File: src/rtl/core_pkg.sv
`default_nettype none
// ============================================================================
// Module      : core_pkg
// Description : Shared ALU opcode constants, issue-entry type and opcode check.
// Revision    : 1.0 - initial release
// ============================================================================
package core_pkg;

    // Datapath widths baked into entry_t; alu_issue parameters must match them.
    localparam int c_xlen = 32;
    localparam int c_ra_w = 5;

    localparam logic [3:0] c_op_and = 4'd0;
    localparam logic [3:0] c_op_or  = 4'd1;
    localparam logic [3:0] c_op_add = 4'd2;
    localparam logic [3:0] c_op_sub = 4'd3;
    localparam logic [3:0] c_op_eq  = 4'd4;

    typedef struct packed {
        logic [3:0]        op;
        logic [c_xlen-1:0] a;
        logic [c_xlen-1:0] b;
        logic [c_ra_w-1:0] rd;
        logic [c_ra_w-1:0] rs1;
        logic [c_ra_w-1:0] rs2;
        logic              use_imm;
        logic              illegal;
    } entry_t;

    function automatic logic is_legal_op(input logic [3:0] op);
        return (op == c_op_and) || (op == c_op_or) || (op == c_op_add) ||
               (op == c_op_sub) || (op == c_op_eq);
    endfunction

endpackage
`default_nettype wire

File: src/rtl/alu_issue_if.sv
`default_nettype none
// ============================================================================
// Module      : alu_issue_if
// Description : Decode-in, register-file, writeback and ALU-out bus of alu_issue.
// Revision    : 1.0 - initial release
// ============================================================================
interface alu_issue_if #(
    parameter int XLEN = 32,
    parameter int RA_W = 5
);
    logic            in_valid;
    logic            in_ready;
    logic [3:0]      in_op;
    logic [RA_W-1:0] in_rs1;
    logic [RA_W-1:0] in_rs2;
    logic [RA_W-1:0] in_rd;
    logic            in_use_imm;
    logic [XLEN-1:0] in_imm;

    logic [RA_W-1:0] rf_raddr1;
    logic [RA_W-1:0] rf_raddr2;
    logic [XLEN-1:0] rf_rdata1;
    logic [XLEN-1:0] rf_rdata2;

    logic            wb_en;
    logic [RA_W-1:0] wb_rd;
    logic [XLEN-1:0] wb_data;

    logic            out_valid;
    logic            out_ready;
    logic [3:0]      out_op;
    logic [XLEN-1:0] out_a;
    logic [XLEN-1:0] out_b;
    logic [RA_W-1:0] out_rd;
    logic            out_illegal;

    // Environment side: decoder, register file, writeback and ALU.
    modport master (
        output in_valid, in_op, in_rs1, in_rs2, in_rd, in_use_imm, in_imm,
        output rf_rdata1, rf_rdata2,
        output wb_en, wb_rd, wb_data,
        output out_ready,
        input  in_ready, rf_raddr1, rf_raddr2,
        input  out_valid, out_op, out_a, out_b, out_rd, out_illegal
    );

    // Issue-buffer side.
    modport slave (
        input  in_valid, in_op, in_rs1, in_rs2, in_rd, in_use_imm, in_imm,
        input  rf_rdata1, rf_rdata2,
        input  wb_en, wb_rd, wb_data,
        input  out_ready,
        output in_ready, rf_raddr1, rf_raddr2,
        output out_valid, out_op, out_a, out_b, out_rd, out_illegal
    );
endinterface
`default_nettype wire

File: src/rtl/operand_bypass.sv
`default_nettype none
// ============================================================================
// Module      : operand_bypass
// Description : Operand select: immediate, hard-wired zero, writeback bypass, RF.
// Revision    : 1.0 - initial release
// ============================================================================
module operand_bypass #(
    parameter int XLEN = 32,
    parameter int RA_W = 5
) (
    input  wire logic            i_use_imm,
    input  wire logic [XLEN-1:0] i_imm,
    input  wire logic [RA_W-1:0] i_rs,
    input  wire logic [XLEN-1:0] i_rf_rdata,
    input  wire logic            i_wb_en,
    input  wire logic [RA_W-1:0] i_wb_rd,
    input  wire logic [XLEN-1:0] i_wb_data,
    output logic      [XLEN-1:0] o_operand
);

    always_comb begin
        if (i_use_imm) begin
            o_operand = i_imm;
        end else if (i_rs == '0) begin
            o_operand = '0;
        end else if (i_wb_en && (i_wb_rd == i_rs)) begin
            o_operand = i_wb_data;
        end else begin
            o_operand = i_rf_rdata;
        end
    end

endmodule
`default_nettype wire

File: src/rtl/alu_issue.sv
`default_nettype none
// ============================================================================
// Module      : alu_issue
// Description : Two-entry in-order ALU issue buffer with writeback snooping.
// Revision    : 1.0 - initial release
// ============================================================================
module alu_issue
    import core_pkg::*;
#(
    parameter int XLEN = c_xlen,
    parameter int RA_W = c_ra_w
) (
    input  wire logic  clk,
    input  wire logic  reset,
    input  wire logic  flush,
    alu_issue_if.slave bus
);

    localparam logic [1:0] c_st_empty = 2'd0;
    localparam logic [1:0] c_st_one   = 2'd1;
    localparam logic [1:0] c_st_full  = 2'd2;

    logic [1:0]      r_state;
    logic [1:0]      w_state_next;
    logic            r_in_ready;
    entry_t          r_slot  [2];
    entry_t          w_snoop [2];
    entry_t          w_new;
    logic            w_accept;
    logic            w_pop;
    logic [XLEN-1:0] w_op_a;
    logic [XLEN-1:0] w_op_b;

    assign bus.rf_raddr1 = bus.in_rs1;
    assign bus.rf_raddr2 = bus.in_rs2;

    assign bus.in_ready  = r_in_ready;
    assign bus.out_valid = (r_state != c_st_empty);
    assign w_accept      = bus.in_valid && r_in_ready;
    assign w_pop         = bus.out_valid && bus.out_ready;

    operand_bypass #(.XLEN(XLEN), .RA_W(RA_W)) u_bypass_a (
        .i_use_imm  (1'b0),
        .i_imm      ('0),
        .i_rs       (bus.in_rs1),
        .i_rf_rdata (bus.rf_rdata1),
        .i_wb_en    (bus.wb_en),
        .i_wb_rd    (bus.wb_rd),
        .i_wb_data  (bus.wb_data),
        .o_operand  (w_op_a)
    );

    operand_bypass #(.XLEN(XLEN), .RA_W(RA_W)) u_bypass_b (
        .i_use_imm  (bus.in_use_imm),
        .i_imm      (bus.in_imm),
        .i_rs       (bus.in_rs2),
        .i_rf_rdata (bus.rf_rdata2),
        .i_wb_en    (bus.wb_en),
        .i_wb_rd    (bus.wb_rd),
        .i_wb_data  (bus.wb_data),
        .o_operand  (w_op_b)
    );

    always_comb begin
        w_new         = '0;
        w_new.op      = bus.in_op;
        w_new.a       = w_op_a;
        w_new.b       = w_op_b;
        w_new.rd      = bus.in_rd;
        w_new.rs1     = bus.in_rs1;
        w_new.rs2     = bus.in_rs2;
        w_new.use_imm = bus.in_use_imm;
        w_new.illegal = !is_legal_op(bus.in_op);
    end

    // Held operands track in-flight writebacks so they never go stale.
    always_comb begin
        for (int i = 0; i < 2; i++) begin
            w_snoop[i] = r_slot[i];
            if (bus.wb_en && (r_slot[i].rs1 != '0) && (bus.wb_rd == r_slot[i].rs1)) begin
                w_snoop[i].a = bus.wb_data;
            end
            if (bus.wb_en && !r_slot[i].use_imm && (r_slot[i].rs2 != '0) &&
                (bus.wb_rd == r_slot[i].rs2)) begin
                w_snoop[i].b = bus.wb_data;
            end
        end
    end

    always_comb begin
        w_state_next = r_state;
        case (r_state)
            c_st_empty: begin
                if (w_accept) w_state_next = c_st_one;
            end
            c_st_one: begin
                if (w_accept && !w_pop)      w_state_next = c_st_full;
                else if (!w_accept && w_pop) w_state_next = c_st_empty;
            end
            c_st_full: begin
                // in_ready is low here, so only a pop can move the state.
                if (w_pop) w_state_next = c_st_one;
            end
            default: w_state_next = c_st_empty;
        endcase
        if (flush) w_state_next = c_st_empty;
    end

    always_ff @(posedge clk or posedge reset) begin
        if (reset) begin
            r_state    <= c_st_empty;
            r_in_ready <= 1'b1;
        end else begin
            r_state    <= w_state_next;
            r_in_ready <= (w_state_next != c_st_full);
        end
    end

    // Slot 0 is always the head; a pop shifts slot 1 down.
    always_ff @(posedge clk or posedge reset) begin
        if (reset) begin
            r_slot[0] <= '0;
            r_slot[1] <= '0;
        end else begin
            r_slot[0] <= w_snoop[0];
            r_slot[1] <= w_snoop[1];
            if (!flush) begin
                if (w_pop) begin
                    r_slot[0] <= w_snoop[1];
                    if (w_accept) r_slot[0] <= w_new;
                end else if (w_accept) begin
                    if (r_state == c_st_empty) r_slot[0] <= w_new;
                    else                       r_slot[1] <= w_new;
                end
            end
        end
    end

    assign bus.out_op      = r_slot[0].op;
    assign bus.out_a       = r_slot[0].a;
    assign bus.out_b       = r_slot[0].b;
    assign bus.out_rd      = r_slot[0].rd;
    assign bus.out_illegal = r_slot[0].illegal;

endmodule
`default_nettype wire

File: src/flat_wrapper.sv
// flat-port wrapper written by rule: the top's interface ports become plain ports
module alu_issue_flat import core_pkg::*;
#(
    parameter int XLEN = c_xlen,
    parameter int RA_W = c_ra_w
)
  (clk, reset, flush, bus_in_valid, bus_in_op, bus_in_rs1, bus_in_rs2, bus_in_rd, bus_in_use_imm, bus_in_imm, bus_rf_rdata1, bus_rf_rdata2, bus_wb_en, bus_wb_rd, bus_wb_data, bus_out_ready, bus_in_ready, bus_rf_raddr1, bus_rf_raddr2, bus_out_valid, bus_out_op, bus_out_a, bus_out_b, bus_out_rd, bus_out_illegal);
  alu_issue_if #(.XLEN(XLEN), .RA_W(RA_W)) bus_i ();
  input  wire logic clk;
  input  wire logic reset;
  input  wire logic flush;
  input wire logic [$bits(bus_i.in_valid)-1:0] bus_in_valid;
  input wire logic [$bits(bus_i.in_op)-1:0] bus_in_op;
  input wire logic [$bits(bus_i.in_rs1)-1:0] bus_in_rs1;
  input wire logic [$bits(bus_i.in_rs2)-1:0] bus_in_rs2;
  input wire logic [$bits(bus_i.in_rd)-1:0] bus_in_rd;
  input wire logic [$bits(bus_i.in_use_imm)-1:0] bus_in_use_imm;
  input wire logic [$bits(bus_i.in_imm)-1:0] bus_in_imm;
  input wire logic [$bits(bus_i.rf_rdata1)-1:0] bus_rf_rdata1;
  input wire logic [$bits(bus_i.rf_rdata2)-1:0] bus_rf_rdata2;
  input wire logic [$bits(bus_i.wb_en)-1:0] bus_wb_en;
  input wire logic [$bits(bus_i.wb_rd)-1:0] bus_wb_rd;
  input wire logic [$bits(bus_i.wb_data)-1:0] bus_wb_data;
  input wire logic [$bits(bus_i.out_ready)-1:0] bus_out_ready;
  output wire logic [$bits(bus_i.in_ready)-1:0] bus_in_ready;
  output wire logic [$bits(bus_i.rf_raddr1)-1:0] bus_rf_raddr1;
  output wire logic [$bits(bus_i.rf_raddr2)-1:0] bus_rf_raddr2;
  output wire logic [$bits(bus_i.out_valid)-1:0] bus_out_valid;
  output wire logic [$bits(bus_i.out_op)-1:0] bus_out_op;
  output wire logic [$bits(bus_i.out_a)-1:0] bus_out_a;
  output wire logic [$bits(bus_i.out_b)-1:0] bus_out_b;
  output wire logic [$bits(bus_i.out_rd)-1:0] bus_out_rd;
  output wire logic [$bits(bus_i.out_illegal)-1:0] bus_out_illegal;
  assign bus_i.in_valid = bus_in_valid;
  assign bus_i.in_op = bus_in_op;
  assign bus_i.in_rs1 = bus_in_rs1;
  assign bus_i.in_rs2 = bus_in_rs2;
  assign bus_i.in_rd = bus_in_rd;
  assign bus_i.in_use_imm = bus_in_use_imm;
  assign bus_i.in_imm = bus_in_imm;
  assign bus_i.rf_rdata1 = bus_rf_rdata1;
  assign bus_i.rf_rdata2 = bus_rf_rdata2;
  assign bus_i.wb_en = bus_wb_en;
  assign bus_i.wb_rd = bus_wb_rd;
  assign bus_i.wb_data = bus_wb_data;
  assign bus_i.out_ready = bus_out_ready;
  assign bus_in_ready = bus_i.in_ready;
  assign bus_rf_raddr1 = bus_i.rf_raddr1;
  assign bus_rf_raddr2 = bus_i.rf_raddr2;
  assign bus_out_valid = bus_i.out_valid;
  assign bus_out_op = bus_i.out_op;
  assign bus_out_a = bus_i.out_a;
  assign bus_out_b = bus_i.out_b;
  assign bus_out_rd = bus_i.out_rd;
  assign bus_out_illegal = bus_i.out_illegal;
  alu_issue #(.XLEN(XLEN), .RA_W(RA_W)) u_core (.clk(clk), .reset(reset), .flush(flush), .bus(bus_i));
endmodule
File: config.mk
export PLATFORM = sky130hd
export DESIGN_NAME = alu_issue_flat
export DESIGN_NICKNAME = d
export VERILOG_FILES = /design/src/rtl/core_pkg.sv /design/src/rtl/alu_issue_if.sv /design/src/rtl/operand_bypass.sv /design/src/rtl/alu_issue.sv /design/src/flat_wrapper.sv
export SDC_FILE = /design/constraint.sdc
export NUM_CORES = 1
export LEC_CHECK = 0
export CAP_MARGIN = 20
export CORE_MARGIN = 5
export CORE_UTILIZATION = 51
export DETAILED_ROUTE_END_ITERATION = 7
export PLACE_DENSITY = 0.81
export SYNTH_ARGS = -nofsm -noshare
export SYNTH_HDL_FRONTEND = slang
export SYNTH_SLANG_ARGS = --single-unit
File: constraint.sdc
create_clock -name clk -period 6.2 [get_ports clk]
set_input_delay 0.93 -clock clk [delete_from_list [all_inputs] [get_ports clk]]
set_output_delay 0.93 -clock clk [all_outputs]
set_load 0.005 [all_outputs]
After elaboration in Yosys (flattened, before gate mapping)

Index checks and enable logic that the tools add are counted.

Register bits after elaboration: 173
Output and inout bits: 86
Logic and storage cells: 94

Equal/unequal tests: 13
Muxes and demuxes: 22
Bitwise logic cells: 3
Reductions and logical operators: 38

Operators by type and width:

| kind               | number |
|---|---|
| $mux 85            | 5 |
| $mux 32            | 9 |
| $mux 170           | 1 |
| $mux 166           | 1 |
| $eq 5x5->1         | 6 |
| $reduce_bool 5->1  | 4 |
| $logic_and 1x1->1  | 16 |
| $logic_not 5->1    | 2 |
| $mux 2             | 5 |
| $eq 4x2->1 const B | 2 |
| $pmux 2 s3         | 1 |
| $reduce_bool 2->1  | 3 |
| $logic_not 1->1    | 5 |
| $eq 4x1->1 const B | 1 |
| $eq 4x3->1 const B | 1 |
| $logic_not 4->1    | 1 |
| $logic_or 1x1->1   | 4 |
| $reduce_and 4->1   | 1 |
| $not 1->1          | 3 |
| $reduce_and 3->1   | 1 |
| $eq 2x1->1 const B | 1 |
| $eq 2x2->1 const B | 1 |
| $logic_not 2->1    | 1 |
| $ne 2x2->1 const B | 1 |

Longest topological paths before layout

Depth in word-level cells: 10
Mapped depth: 9

By module

Synthesis repeated with hierarchy kept, for this count alone.

Cell total of the unflattened synthesis: 1177
Area, all modules: 11199.5 µm²

By module, submodules not included:

| module         | times used | cells each | area an instance (µm²) |
|---|---|---|---|
| alu_issue      | 1          | 857        | 9069.9 |
| operand_bypass | 2          | 160        | 1064.8 |

Least setup slack after synthesis

Ideal clock, no wire load.

Path type: input -> register
Start point: input bus_wb_rd[4]
End point: register u_core.r_slot[21] (netlist name)
Data arrival time: 2.485 ns
Slack: 3.576 ns
Cell stages on the path: 9
Buffers on the path: 3
Cell sequence: buf_6 -> xor2_1 -> nor4_1 -> and3_1 -> buf_6 -> buf_12 -> mux2_2 -> a22oi_1 -> a22oi_1

Longest elaborated chain between the ends: 9
Elaborated cells on any way between the ends: 12
Those cells by class: eq/ne (2); mux (8); reduce/logical (2)

RTL lines:

| element           | RTL line             | source |
|---|---|---|
| start, declared   | flat_wrapper.sv:22   | `input wire logic [$bits(bus_i.wb_rd)-1:0] bus_wb_rd;` |
| $eq 5x5->1        | operand_bypass.sv:26 | `end else if (i_wb_en && (i_wb_rd == i_rs)) begin` |
| $logic_and 1x1->1 | operand_bypass.sv:26 |  |
| $mux 32           | operand_bypass.sv:26 |  |
| $mux 32           | operand_bypass.sv:24 | `end else if (i_rs == '0) begin` |
| $mux 32           | operand_bypass.sv:22 | `if (i_use_imm) begin` |
| $mux 85           | alu_issue.sv:132     | `if (r_state == c_st_empty) r_slot[0] <= w_new;` |
| $mux 170          | alu_issue.sv:131     | `end else if (w_accept) begin` |
| $mux 85           | alu_issue.sv:128     | `if (w_pop) begin` |
| $mux 166 (*)      | alu_issue.sv:127     | `if (!flush) begin` |
| end, declared     | alu_issue.sv:26      | `entry_t r_slot [2];` |

Every way passes the cells marked *; elsewhere a longest branch is shown, timed or not. The select of a mux whose other input is x is not followed.
A chain may end at the register's enable or synchronous reset.

Worst setup path in the final report

Start point: input bus_in_valid
End point: register u_core.r_slot (netlist bit u_core.bus.out_a[3])

Longest elaborated chain between the ends: 4
Elaborated cells on any way between the ends: 5
Those cells by class: mux (4); reduce/logical (1)

RTL lines:

| element                                    | RTL line                           | source |
|---|---|---|
| start, declared                            | flat_wrapper.sv:12                 | `input wire logic [$bits(bus_i.in_valid)-1:0] bus_in_valid;` |
| $logic_and 1x1->1 (*)                      | alu_issue.sv:39                    | `assign w_accept = bus.in_valid && r_in_ready;` |
| $mux 170 / $mux 85 (equally long branches) | alu_issue.sv:131, alu_issue.sv:130 |  |
| $mux 85 (*)                                | alu_issue.sv:128                   |  |
| $mux 166 (*)                               | alu_issue.sv:127                   |  |

Marks and branches as above.

==> metrics.yaml <==
cts_max_level: 4
pwr_density_cell_mw_per_mm2: 310
ys_top_cells_by_area: "dfrtp_1, mux2i_1, mux2_2, buf_4, a221o_1"
syn_inst: 954
route.detailed.drc: 0
num_antenna_cells: 0
syn_to_final_growth_pct: 23.3
async_flop_share: 1.00
drive_gt1_frac: 0.176
synth-edff-count: 0
cts_setup_buffers: 0
report.final.slew_viol_count: 0
dpl_worst_slack_ns: 2.07
ys_ff_latch: 173
rsz0062_at_grt: "no"
grt_start_max_net_pins: 93
fin_crit_sh: 0.604
ys_types: 50
cts_tree: "yes"
finalSetupTns_ns: 0
synth_top_family_by_area: "multiplexers"
coreArea_mm2: 0.0209
finalCriticalPeriod_ns: 3.75
viasPerCell: 6.24
status: "complete, no violations"
finalSetupViolations: 0
p_seq_frac: 0.422
muxShareOfSynthArea: 0.210
cap_violations: 0
tightest_slew_ns: 0.950
ys.flop_type: "dfrtp_1"
nNetsFinal: 1228
cts.hold.buffers_added: 0
via_count: 8467
track_usage: 0.260
path_max_fanout: 32
wl_per_cell_um: 23.6
critPathKind: "input pin to register"
cp.required_ns: 6.56
final_hold_viol_count: 0
p_clk_frac: 0.268
critical_path_arrival_ns: 4.11
max_slew_margin: 0.366
gp_congestion: 0.862
grt_overflow_total: 0
critPathSlowestCell: "nor2_4"
die_x_um: 155
n_fill_cell: 1703
dpl.hpwl_um: 21000
synth_area_mm2: 0.0107
yosys.area_share.simple: 0.0514
cp-start-kind: "input pin"
worst_setup_path_end_kind: "register"
hold_slack_ns: 0.504
synth_area_leader_cell: "dfrtp_1"
multiInputGateArea_mm2: 0.00534
cp_num_buf_inv: 2
p_int_mw: 2.84
antenna_found_initial: 2
syn_nets: 1113
synth_compound_gate_area_share: 0.209
ant_nets: 0
skew_ns: 0.00954
clock-sinks: 173
post_cts_resized: 0
initial_utilization: 0.513
first_pass_iters: 6
leakagePower_nw: 5.38
rows: 53
yosysTopAreaCellShare: 0.401
fin_ws_ns: 2.45
numPortBuffers: 244
grt_pass1_wl_um: 49700
switchingPower_mw: 1.26
swShare: 0.308
cts-root-buf: "clkbuf_16"
ir_drop_mv: 0.191
critPathMaxStageDelay_ns: 0.84
yosysSeqAreaShare: 0.404
combPwrFrac: 0.310
die_h_um: 155
yosys.area_share.xor_xnor: 0.0212
drt-total-wl_um: 32000
yosys_warnings: 0
crit_family: "simple AND/OR/NAND/NOR gates"
max_freq_mhz: 267
post-route-util: 0.633
grt_pass1_vias: 8827
hp-class: "register to register"
clockBufferDepth: 2
cp_cell_sequence: "clkdlybuf4s50_1 -> and2_1 -> buf_4 -> nor2_2 -> nand3b_2 -> nor2_4 -> a221o_1"
numCtsBuffers: 17
io_pins: 245
first_iter_violations: 658
die-area_mm2: 0.0240
clk_latency_ns: 0.43
synthAdderAreaFrac: 0
syn_avg_cell_area_um2: 11.2
regArea_mm2: 0.00433
path_clk_slew_ns: 0.07
total_power_mw: 4.10
synth_commonest_cells: "dfrtp_1, mux2i_1, buf_4"
synth.most_common_cell: "dfrtp_1"
-- sequential cells by signal (all words and copies together) (netlist names) --
register	count
u_core.r_slot	96
u_core.bus.out_a	32
u_core.bus.out_b	32
u_core.bus.out_rd	5
u_core.bus.out_op	4
u_core.r_state	2
u_core.bus.in_ready	1
u_core.bus.out_illegal	1
-- final timing paths --
path	startpoint	endpoint	slack (ns)	cells after the start
setup / recovery	bus_in_valid	u_core.bus.out_a[3]	2.45	7
min in group asynchronous	reset	u_core.r_slot[6]	1.02	2
hold / removal	u_core.r_slot[57]	u_core.bus.out_a[8]	0.50	1
hold reg to reg	u_core.r_slot[57]	u_core.bus.out_a[8]	0.50	1
max in group asynchronous	reset	u_core.r_slot[61]	4.23	3
setup reg to reg	u_core.bus.in_ready	u_core.bus.out_a[3]	3.03	6
-- layout make-up --
cell class,instances,share of cell area
multi-input cells,612,0.404
flip-flops and latches,173,0.327
repair buffers,261,0.196
clock buffers,19,0.0335
well taps,275,0.0260
clock inverters,13,0.0117
inverters,4,0.00151
-- routing by layer --
metal | track usage | wire, µm | part of all wire | vias up
met1 | 0.348 | 13500 | 0.42 | 4252
met3 | 0.0645 | 2520 | 0.079 | 54
li1 | - | - | - | 3755
met2 | 0.423 | 15300 | 0.48 | 402
met4 | 0.0711 | 713 | 0.022 | 4
met5 | 0 | 27 | 0.00084 | -
-- cell families (layout without fill, tap and decap cells) --
| family | after synthesis | count (layout) |
|---|---|---|
| AO/OA/AOI/OAI | 266 | 266 |
| multiplexers | 207 | 207 |
| flip-flops | 173 | 173 |
| buffers and inverters | 169 | 297 |
| AND/OR/NAND/NOR | 113 | 113 |
| XOR/XNOR | 26 | 26 |
-- placed cells by master, fill, tap and decap left out, types with 5 or more instances in the layout --
cell type        count
dfrtp_1            172
xor2_1              14
mux2_2              62
a221oi_2            19
nor2_1              53
a22o_1               7
a221o_1             32
mux2_4              19
a21oi_1             51
a22oi_2             19
a22oi_1             20
mux2i_1            123
inv_6                5
clkinv_4             5
a221oi_1            22
nor4_1               6
buf_4               14
clkdlybuf4s50_1    243
a21o_1              21
clkbuf_16           17
o2bb2ai_1           32
nand2_1             21
xnor2_1             12
o22ai_1             32
-- stage by stage --
stage               cells  area (µm²)
floorplan             954       10700
global placement     1323       12600
detailed placement   1324       12600
CTS                  1356       13200
global route         1357       13200
finish               1357       13200
-- power by group through the flow --
stage                     clock (mW)  sequential, mW  combinational [mW]
final                           1.10            1.73                1.27
after global routing            1.16            1.77                1.39
after CTS                       1.11            1.72                1.28
after detailed placement           0            1.74                1.27
after global placement             0            1.72                1.23
after floorplan                    0            1.67               0.908
-- worst reg2reg max path, cell delays in order (launching register included) --
cell and delay [ns]:
dfstp_2 0.39, and2_1 0.13, buf_4 0.22, nor2_2 0.76, nand3b_2 0.46, nor2_4 0.84
a221o_1 0.31
No activity file was read; power rests on OpenSTA's default activity.
